$ cat src/rtl/calc_op_sequencer.sv
// rtl/calc_op_sequencer.sv - calculator key-entry sequencer driving one start/done ALU transaction
// Holds operands, operator, result and status for the LCD line writer.
module calc_op_sequencer #(
  parameter int MAX_OPERAND = 99,
  parameter int RES_W       = 16,
  parameter int TIMEOUT     = 1000
) (
  input  logic             clk,
  input  logic             rst,
  input  logic             key_valid,
  input  logic [4:0]       key_code,
  output logic             alu_start,
  output logic [2:0]       alu_op,
  output logic [7:0]       alu_a,
  output logic [7:0]       alu_b,
  input  logic             alu_done,
  input  logic [RES_W-1:0] alu_result,
  input  logic             alu_err,
  output logic [2:0]       disp_state,
  output logic [2:0]       disp_op,
  output logic             op_set,
  output logic [RES_W-1:0] result,
  output logic             result_valid,
  output logic             err,
  output logic             busy
);

  localparam int CNT_W = (TIMEOUT > 2) ? $clog2(TIMEOUT) : 1;
  localparam logic [CNT_W-1:0] TMAX    = CNT_W'(TIMEOUT - 1);
  localparam logic [11:0]      MAX_OP  = 12'(MAX_OPERAND);
  localparam logic [RES_W-1:0] MAX_RES = RES_W'(MAX_OPERAND);

  typedef enum logic [2:0] {
    S_ENTER_A = 3'd0,
    S_ENTER_B = 3'd1,
    S_EXEC    = 3'd2,
    S_WAIT    = 3'd3,
    S_SHOW    = 3'd4,
    S_ERR     = 3'd5
  } state_t;

  state_t           r_state, w_state;
  logic [7:0]       r_a, w_a, r_b, w_b;
  logic [2:0]       r_op, w_op;
  logic             r_op_set, w_op_set;
  logic [RES_W-1:0] r_result, w_result;
  logic [CNT_W-1:0] r_cnt, w_cnt;
  logic             r_drain, w_drain;
  logic             r_pend, w_pend;

  logic       w_digit, w_binop, w_fact, w_eq, w_clr;
  logic [3:0] w_d;
  logic [2:0] w_key_op;
  logic [11:0] w_a_ext, w_b_ext;
  logic       w_res_small, w_exec_req, w_do_clear;

  assign w_digit     = key_valid && (key_code <= 5'd9);
  assign w_binop     = key_valid && (key_code >= 5'd10) && (key_code <= 5'd15);
  assign w_fact      = key_valid && (key_code == 5'd16);
  assign w_eq        = key_valid && (key_code == 5'd17);
  assign w_clr       = key_valid && (key_code == 5'd18);
  assign w_d         = key_code[3:0];
  assign w_key_op    = 3'(key_code - 5'd10);
  assign w_a_ext     = ({4'd0, r_a} * 12'd10) + {8'd0, w_d};
  assign w_b_ext     = ({4'd0, r_b} * 12'd10) + {8'd0, w_d};
  assign w_res_small = (r_result <= MAX_RES);

  always_ff @(posedge clk) begin
    if (rst) begin
      r_state  <= S_ENTER_A;
      r_a      <= '0;
      r_b      <= '0;
      r_op     <= '0;
      r_op_set <= 1'b0;
      r_result <= '0;
      r_cnt    <= '0;
      r_drain  <= 1'b0;
      r_pend   <= 1'b0;
    end else begin
      r_state  <= w_state;
      r_a      <= w_a;
      r_b      <= w_b;
      r_op     <= w_op;
      r_op_set <= w_op_set;
      r_result <= w_result;
      r_cnt    <= w_cnt;
      r_drain  <= w_drain;
      r_pend   <= w_pend;
    end
  end

  always_comb begin
    w_state    = r_state;
    w_a        = r_a;
    w_b        = r_b;
    w_op       = r_op;
    w_op_set   = r_op_set;
    w_result   = r_result;
    w_cnt      = '0;
    w_drain    = r_drain;
    w_pend     = r_pend;
    w_exec_req = 1'b0;
    w_do_clear = 1'b0;

    // Drain swallows the done of an abandoned ALU transaction; it survives clear.
    if (r_drain) begin
      if (alu_done || (r_cnt == TMAX)) begin
        w_drain = 1'b0;
      end else begin
        w_cnt = r_cnt + CNT_W'(1);
      end
    end

    case (r_state)
      S_ENTER_A, S_ENTER_B: begin
        if (w_clr) begin
          w_do_clear = 1'b1;
        end else if (r_pend) begin
          if (!r_drain) begin
            w_pend  = 1'b0;
            w_state = S_EXEC;
          end
        end else if (w_digit) begin
          if (r_state == S_ENTER_A) begin
            if (w_a_ext <= MAX_OP) w_a = w_a_ext[7:0];
          end else begin
            if (w_b_ext <= MAX_OP) w_b = w_b_ext[7:0];
          end
        end else if (w_binop) begin
          w_op     = w_key_op;
          w_op_set = 1'b1;
          if (r_state == S_ENTER_A) begin
            w_b     = '0;
            w_state = S_ENTER_B;
          end
        end else if (w_fact && (r_state == S_ENTER_A)) begin
          w_op       = 3'd6;
          w_op_set   = 1'b1;
          w_b        = '0;
          w_exec_req = 1'b1;
        end else if (w_eq && (r_state == S_ENTER_B)) begin
          w_exec_req = 1'b1;
        end
      end
      S_EXEC: begin
        // Counter measures cycles since alu_start, so it is already 1 in the first WAIT cycle.
        w_state = S_WAIT;
        w_cnt   = CNT_W'(1);
        if (w_clr) begin
          w_do_clear = 1'b1;
          w_drain    = 1'b1;
          w_cnt      = '0;
        end
      end
      S_WAIT: begin
        if (alu_done) begin
          if (alu_err) begin
            w_state = S_ERR;
          end else begin
            w_result = alu_result;
            w_state  = S_SHOW;
          end
        end else if (r_cnt == TMAX) begin
          w_state = S_ERR;
        end else if (w_clr) begin
          w_do_clear = 1'b1;
          w_drain    = 1'b1;
          w_cnt      = '0;
        end else begin
          w_cnt = r_cnt + CNT_W'(1);
        end
      end
      S_SHOW: begin
        if (w_clr) begin
          w_do_clear = 1'b1;
        end else if (w_digit) begin
          w_a      = {4'd0, w_d};
          w_b      = '0;
          w_op     = '0;
          w_op_set = 1'b0;
          w_state  = S_ENTER_A;
        end else if ((w_binop || w_fact || w_eq) && w_res_small) begin
          w_a = r_result[7:0];
          if (w_binop) begin
            w_op     = w_key_op;
            w_op_set = 1'b1;
            w_b      = '0;
            w_state  = S_ENTER_B;
          end else if (w_fact) begin
            w_op       = 3'd6;
            w_op_set   = 1'b1;
            w_b        = '0;
            w_exec_req = 1'b1;
          end else begin
            w_exec_req = 1'b1;
          end
        end
      end
      S_ERR: begin
        if (w_clr) w_do_clear = 1'b1;
      end
      default: begin
        w_do_clear = 1'b1;
      end
    endcase

    if (w_exec_req) begin
      if (r_drain) w_pend = 1'b1;
      else         w_state = S_EXEC;
    end

    if (w_do_clear) begin
      w_state  = S_ENTER_A;
      w_a      = '0;
      w_b      = '0;
      w_op     = '0;
      w_op_set = 1'b0;
      w_result = '0;
      w_pend   = 1'b0;
    end
  end

  assign alu_start    = (r_state == S_EXEC);
  assign alu_op       = r_op;
  assign alu_a        = r_a;
  assign alu_b        = r_b;
  assign disp_state   = r_state;
  assign disp_op      = r_op;
  assign op_set       = r_op_set;
  assign result       = r_result;
  assign result_valid = (r_state == S_SHOW);
  assign err          = (r_state == S_ERR);
  assign busy         = (r_state == S_EXEC) || (r_state == S_WAIT);

endmodule

$ cat config.mk
export PLATFORM = sky130hd
export DESIGN_NAME = calc_op_sequencer
export DESIGN_NICKNAME = d
export VERILOG_FILES = /design/src/rtl/calc_op_sequencer.sv
export SDC_FILE = /design/constraint.sdc
export NUM_CORES = 1
export LEC_CHECK = 0
export CORE_MARGIN = 2
export CORE_UTILIZATION = 24
export CTS_CLUSTER_DIAMETER = 120
export CTS_CLUSTER_SIZE = 16
export DETAILED_ROUTE_END_ITERATION = 6
export SETUP_SLACK_MARGIN = 0.3
export SLEW_MARGIN = 20
export SYNTH_ARGS = -nofsm -noshare
export SYNTH_HDL_FRONTEND = slang
export SYNTH_SLANG_ARGS = --single-unit
$ cat constraint.sdc
create_clock -name clk -period 4 [get_ports clk]
set_input_delay 0.8 -clock clk [delete_from_list [all_inputs] [get_ports clk]]
set_output_delay 0.8 -clock clk [all_outputs]
set_load 0.005 [all_outputs]
==> reports/metrics.yaml, run 1 <==
num-nets-final: 590
rr_worst_depth: 12
worstReg2RegStart: "alu_a[3]$_SDFFE_PP0P_"
finalSetupViolCount: 0
fin_crit_ns: 3.49
drt-initial-drc-count: 159
final_util: 0.318
cts_tree: "done"
cts_inserted_buffers: 5
drv_slew: 0
drive_gt1_frac: 0.0625
worstSetupPathType: "in2reg"
drt_first_pass_iters: 4
yosys_warnings: 0
period_share: 0.873
outcome: "complete, no violations"
reg2reg_slack_ns: 0.60
startpoint_type: "input port"
synth_area_leaders: "dfxtp_1 28%, ha_1 11%, nand2_1 6.9%"
cts_buffer_depth: 2
arrival_ns: 3.66
setup_tns_ns: 0
hp-class: "reg2reg"
p_leak_nw: 1.84
postSynthCellCount: 460
synth_top_area_frac: 0.278
hold_viol: 0
avgSynthCellArea_um2: 7.98
grt_usage: 0.127
syn_area_mm2: 0.00367
holdPathStages: 2
grt_pass1_vias: 3469
viasPerCell: 5.03
dp_cells: 708
r2r-end: "alu_a[2]$_SDFFE_PP0P_"
grt_start_max_net_pins: 32
clk_pin_slew_worst_paths_ns: 0.07
synth_fp_nets: 523
synthFlopType: "dfxtp_1"
dpl_worst_slack_ns: 0.0346
antenna_cells: 0
die_y_um: 128
core_area_mm2: 0.0151
finalWorstSetupSlack_ns: 0.509
fp.dieArea_mm2: 0.0163
peakVddDrop_mv: 0.166
hp-start: "result[14]$_SDFFE_PP0P_"
rsz0062_at_grt: "false"
drt-wirelength-per-cell_um: 14.6
worstPathRequired_ns: 4.17
maxCapViolations: 0
post_cts_buffers: 0
die_width_um: 128
ant_nets: 0
area_growth_pct: 30.8
antenna_found_initial: 0
maxSlewHeadroom: 0.584
synth_largest_area_cell: "dfxtp_1"
port_buffers: 71
worst_pin_slew_ns: 0.620
fp-row-count: 45
drc: 0
timing.fmax_mhz: 286
initial_core_util: 0.243
stdcell_count: 716
wl_um: 10400
root_buffer: "clkbuf_16"
cellPowerDensity_mw_per_mm2: 254
hold_end: "result[14]$_SDFFE_PP0P_"
ys_types: 64
clock_skew_ns: 0.0103
place_hpwl_um: 8270
vias: 3599
synth_seq_area_share: 0.278
gp_congestion: 0.868
cts-hold-fix-buffers: 0
hold_ws_ns: 0.478
cp_max_fo: 9
cts_htree_levels: 2
clock_sinks: 51
synth_edf_count: 0
worstSkewPairLatency_ns: 0.29
ios: 72
endpoint_kind: "flop"
grt_pass1_wl_um: 17100
globalRoute.totalOverflow: 0
synthArstFlopShare: 0
synth_seq_cells: 51
[cell usage after synthesis, types with 5 or more instances]
cell / number
o21ai_0: 14
a31oi_1: 5
nor3_1: 17
nand3_1: 14
dfxtp_1: 51
xnor2_1: 13
inv_1: 15
a21oi_1: 41
nand2_1: 67
mux2i_1: 18
xor2_1: 12
o21a_1: 5
nor2_1: 45
a21o_1: 8
clkbuf_1: 14
ha_1: 33
[flip-flops by register name, indices dropped and copies added, names as in the netlist]
name,cells
r_pend,1
alu_op,3
alu_a,8
alu_b,8
disp_state,3
r_drain,1
op_set,1
result,16
r_cnt,10
[worst max-delay path by stage]
stage,slack (ns),cells after the start,end,startpoint
after floorplan,0.74,12,alu_a[1]$_SDFFE_PP0P_,alu_a[1]$_SDFFE_PP0P_
final,0.51,13,alu_a[2]$_SDFFE_PP0P_,key_code[1]
after CTS,0.33,12,alu_b[5]$_SDFFE_PP0P_,key_code[1]
after detailed placement,0.03,12,alu_b[5]$_SDFFE_PP0P_,key_code[1]
after global routing,0.31,13,alu_a[1]$_SDFFE_PP0P_,key_code[1]
after global placement,0.26,13,alu_a[6]$_SDFFE_PP0P_,key_code[1]
[through the flow]
stage / instance area [um2] / power [mW]
after floorplan: 3670 / 0.660
after global placement: 4610 / 0.744
after detailed placement: 4610 / 0.746
after CTS: 4780 / 1.23
after global routing: 4800 / 1.28
final: 4800 / 1.22
[metal layers]
| metal | part of all wire | vias to the layer above | global-route usage |
|---|---|---|---|
| met5 | 0 | - | 0 |
| met4 | 0.011 | 0 | 0.0252 |
| met3 | 0.038 | 9 | 0.0172 |
| met2 | 0.48 | 88 | 0.218 |
| met1 | 0.47 | 1717 | 0.172 |
| li1 | - | 1785 | - |
[cell type report]
type	count	area (um2)
fill	1625	10300
multi-input combinational	370	2510
sequential	51	1020
timing repair buffer	84	808
tap	188	235
clock buffer	6	129
inverter	15	56.3
clock inverter	2	38.8
[critical path, cell delays in order]
cell and delay (ns):
clkdlybuf4s50_1 0.49, ha_1 0.17, inv_1 0.05, fa_1 0.43, and4b_1 0.24, a31oi_1 0.17
a21oi_1 0.07, a2111oi_2 0.37, o311ai_1 0.21, o31ai_4 0.19, buf_4 0.21, mux2i_1 0.20
nor2_1 0.05
[logic make-up after synthesis]
| family | after synthesis | synth area share |
|---|---|---|
| mux | 19 | 0.0522 |
| compound gates | 112 | 0.208 |
| flops | 51 | 0.278 |
| simple gates | 177 | 0.221 |
| fa+ha+maj | 37 | 0.134 |
| buf+inv | 39 | 0.0464 |
| xor+xnor | 25 | 0.0597 |
[layout by cell type (no fill, tap or decap), types with 2 or more instances in the layout]
cell	Yosys	layout
and2_1	4	4
a211o_1	3	3
o21ai_1	2	2
o221ai_1	2	2
nand3b_1	2	2
nand4_1	2	2
buf_4	3	13
a31oi_1	5	5
nand3_1	14	14
and3_1	3	3
clkbuf_16	0	5
clkdlybuf4s50_1	0	71
nand2b_1	3	3
a2111oi_2	2	3
o21a_1	5	5
nor2_1	45	45
o311ai_1	2	2
xnor2_1	13	13
o31a_1	2	2
a21oi_1	41	40
mux2i_1	18	18
nor4_1	4	4
o31ai_1	2	2
nor2b_1	4	4
dfxtp_1	51	51
nand2_1	67	67
a211oi_1	3	3
nor3_1	17	16
fa_1	4	4
or3_1	2	2
nor3b_1	3	2
o21ai_0	14	14
xor2_1	12	12
o211ai_1	3	3
inv_1	15	15
ha_1	33	33
a21o_1	8	8
[what timing repair did]
item,in CTS,in global routing
endpoints found under the setup margin,0,15
hold endpoints to repair,0,0
resized for setup,0,6
[where the power goes]
part | internal, mW | switching, mW | total (mW)
Combinational | 0.100 | 0.110 | 0.210
Sequential | 0.515 | 0.0121 | 0.527
Clock | 0.298 | 0.183 | 0.481
Power figures use the tool's default switching activity.
==> run 2: changes to the inputs <==
--- a/config.mk
+++ b/config.mk
@@ -10,6 +10,7 @@
 export CTS_CLUSTER_DIAMETER = 120
 export CTS_CLUSTER_SIZE = 16
 export DETAILED_ROUTE_END_ITERATION = 6
+export REMOVE_ABC_BUFFERS = 1
 export SETUP_SLACK_MARGIN = 0.3
 export SLEW_MARGIN = 20
 export SYNTH_ARGS = -nofsm -noshare
==> reports/metrics.yaml, run 2 (synthesized netlist as in run 1, its figures left out) <==
clock_skew_ns: 0.00526
rr_worst_depth: 12
endpoint_kind: "flop"
peakVddDrop_mv: 0.143
worst_pin_slew_ns: 0.616
antenna_cells: 0
drc: 0
final_common_cell: "clkdlybuf4s50_1"
worstSetupPathType: "in2reg"
p_switching_uw: 316
clock_sinks: 51
fill_cells: 1604
initial_core_util: 0.243
finalSetupViolCount: 0
hold_viol: 0
fp.dieArea_mm2: 0.0163
cts_inserted_buffers: 5
hold_end: "result[14]$_SDFFE_PP0P_"
drt-initial-drc-count: 173
place_hpwl_um: 7970
swShare: 0.252
die_width_um: 128
maxCapViolations: 0
hp-start: "result[14]$_SDFFE_PP0P_"
port_buffers: 71
core_area_mm2: 0.0151
setup_tns_ns: 0
outcome: "complete, no violations"
p_leak_nw: 1.88
clkPwrFrac: 0.407
final_util: 0.324
fin_crit_ns: 3.49
num-nets-final: 595
drt-wirelength-per-cell_um: 14.2
intPower_uw: 936
cellPowerDensity_mw_per_mm2: 256
cts_tree: "done"
drive_gt1_frac: 0.0807
drv_slew: 0
cp_max_fo: 8
startpoint_type: "input port"
cts-hold-fix-buffers: 0
clk_pin_slew_worst_paths_ns: 0.07
reg2reg_slack_ns: 0.55
antenna_found_initial: 0
comb_power_share: 0.172
worstSkewPairLatency_ns: 0.29
globalRoute.totalOverflow: 0
wl_um: 10200
multiInputGateArea_mm2: 0.00253
arrival_ns: 3.70
seqPwrFrac: 0.421
root_buffer: "clkbuf_16"
r2r-end: "alu_a[6]$_SDFFE_PP0P_"
vias: 3574
die_y_um: 128
timing.fmax_mhz: 287
regArea_mm2: 0.00102
ant_nets: 0
fp-row-count: 45
area_growth_pct: 33.1
gp_congestion: 0.840
grt_pass1_wl_um: 17000
period_share: 0.872
worstReg2RegStart: "alu_a[1]$_SDFFE_PP0P_"
viasPerCell: 4.96
maxSlewHeadroom: 0.589
grt_usage: 0.127
drt_first_pass_iters: 4
grt_start_max_net_pins: 32
largest_register_ffs: 16
worstPathRequired_ns: 4.21
cts_htree_levels: 2
cts_buffer_depth: 2
final_cell_mix: "71 x clkdlybuf4s50_1, 67 x nand2_1, 51 x dfxtp_1"
hp-class: "reg2reg"
ios: 72
grt_pass1_vias: 3510
holdPathStages: 2
rsz0062_at_grt: "true"
## run 2: repair_timing
action,4_1_cts,5_1_grt
setup endpoints to repair,1,16
setup buffers,0,5
gates resized for setup,1,14
pin swaps,0,7
## run 2: per-stage QoR
step	power [mW]	hold slack, ns	setup slack, ns	cells	instance area [um2]
after detailed placement	0.742	0.467	-0.0398	708	4610
after CTS	1.25	0.477	0.335	716	4790
after global placement	0.739	0.462	0.107	708	4610
final	1.25	0.472	0.512	721	4880
after floorplan	0.651	0.455	0.775	436	3550
after global routing	1.31	0.504	0.275	721	4880
## run 2: worst max-delay path, stage by stage
cell and delay [ns]:
clkdlybuf4s50_1 0.50, buf_6 0.13, ha_1 0.18, fa_2 0.48, o311ai_2 0.29, nor3_1 0.10, nor4_1 0.25, nand3_1 0.16
nor4b_4 0.25, o31a_1 0.19, buf_6 0.15, mux2i_1 0.21
## run 2: worst max path at each step
stage | start | endpoint | slack [ns]
3_3_place_gp | key_code[1] | alu_a[6]$_SDFFE_PP0P_ | 0.11
4_1_cts | key_code[1] | alu_a[6]$_SDFFE_PP0P_ | 0.33
2_1_floorplan | alu_a[1]$_SDFFE_PP0P_ | alu_a[1]$_SDFFE_PP0P_ | 0.78
3_5_place_dp | key_code[1] | alu_b[2]$_SDFFE_PP0P_ | -0.04
6_report | key_code[1] | alu_b[2]$_SDFFE_PP0P_ | 0.51
5_1_grt | key_code[1] | alu_b[2]$_SDFFE_PP0P_ | 0.27
## run 2: power by group through the flow
stage	logic [mW]	registers (mW)	clock network (mW)
2_1_floorplan	0.116	0.535	0
3_5_place_dp	0.203	0.539	0
4_1_cts	0.205	0.527	0.522
3_3_place_gp	0.200	0.539	0
6_report	0.216	0.527	0.509
5_1_grt	0.238	0.528	0.542
## run 2: layer usage
metal,part of all wire,up-vias,GRT usage
li1,-,1793,-
met1,0.45,1692,0.157
met2,0.49,80,0.226
met3,0.040,9,0.0209
met4,0.015,0,0.0356
met5,0,-,0
## run 2: cell type report
| class | count | area share |
|---|---|---|
| Clock buffer | 6 | 0.0284 |
| Clock inverter | 2 | 0.00794 |
| Inverter | 15 | 0.0115 |
| Multi-Input combinational cell | 370 | 0.519 |
| Sequential cell | 51 | 0.209 |
| Tap cell | 188 | 0.0482 |
| Timing Repair Buffer | 89 | 0.176 |
==> run 3: changes to the inputs <==
--- a/config.mk
+++ b/config.mk
@@ -5,12 +5,12 @@
 export SDC_FILE = /design/constraint.sdc
 export NUM_CORES = 1
 export LEC_CHECK = 0
+export CAP_MARGIN = 20
 export CORE_MARGIN = 2
 export CORE_UTILIZATION = 24
 export CTS_CLUSTER_DIAMETER = 120
 export CTS_CLUSTER_SIZE = 16
 export DETAILED_ROUTE_END_ITERATION = 6
-export REMOVE_ABC_BUFFERS = 1
 export SETUP_SLACK_MARGIN = 0.3
 export SLEW_MARGIN = 20
 export SYNTH_ARGS = -nofsm -noshare
==> results of run 3 <==
Final layout, timing and power as in run 1 (identical DEF).
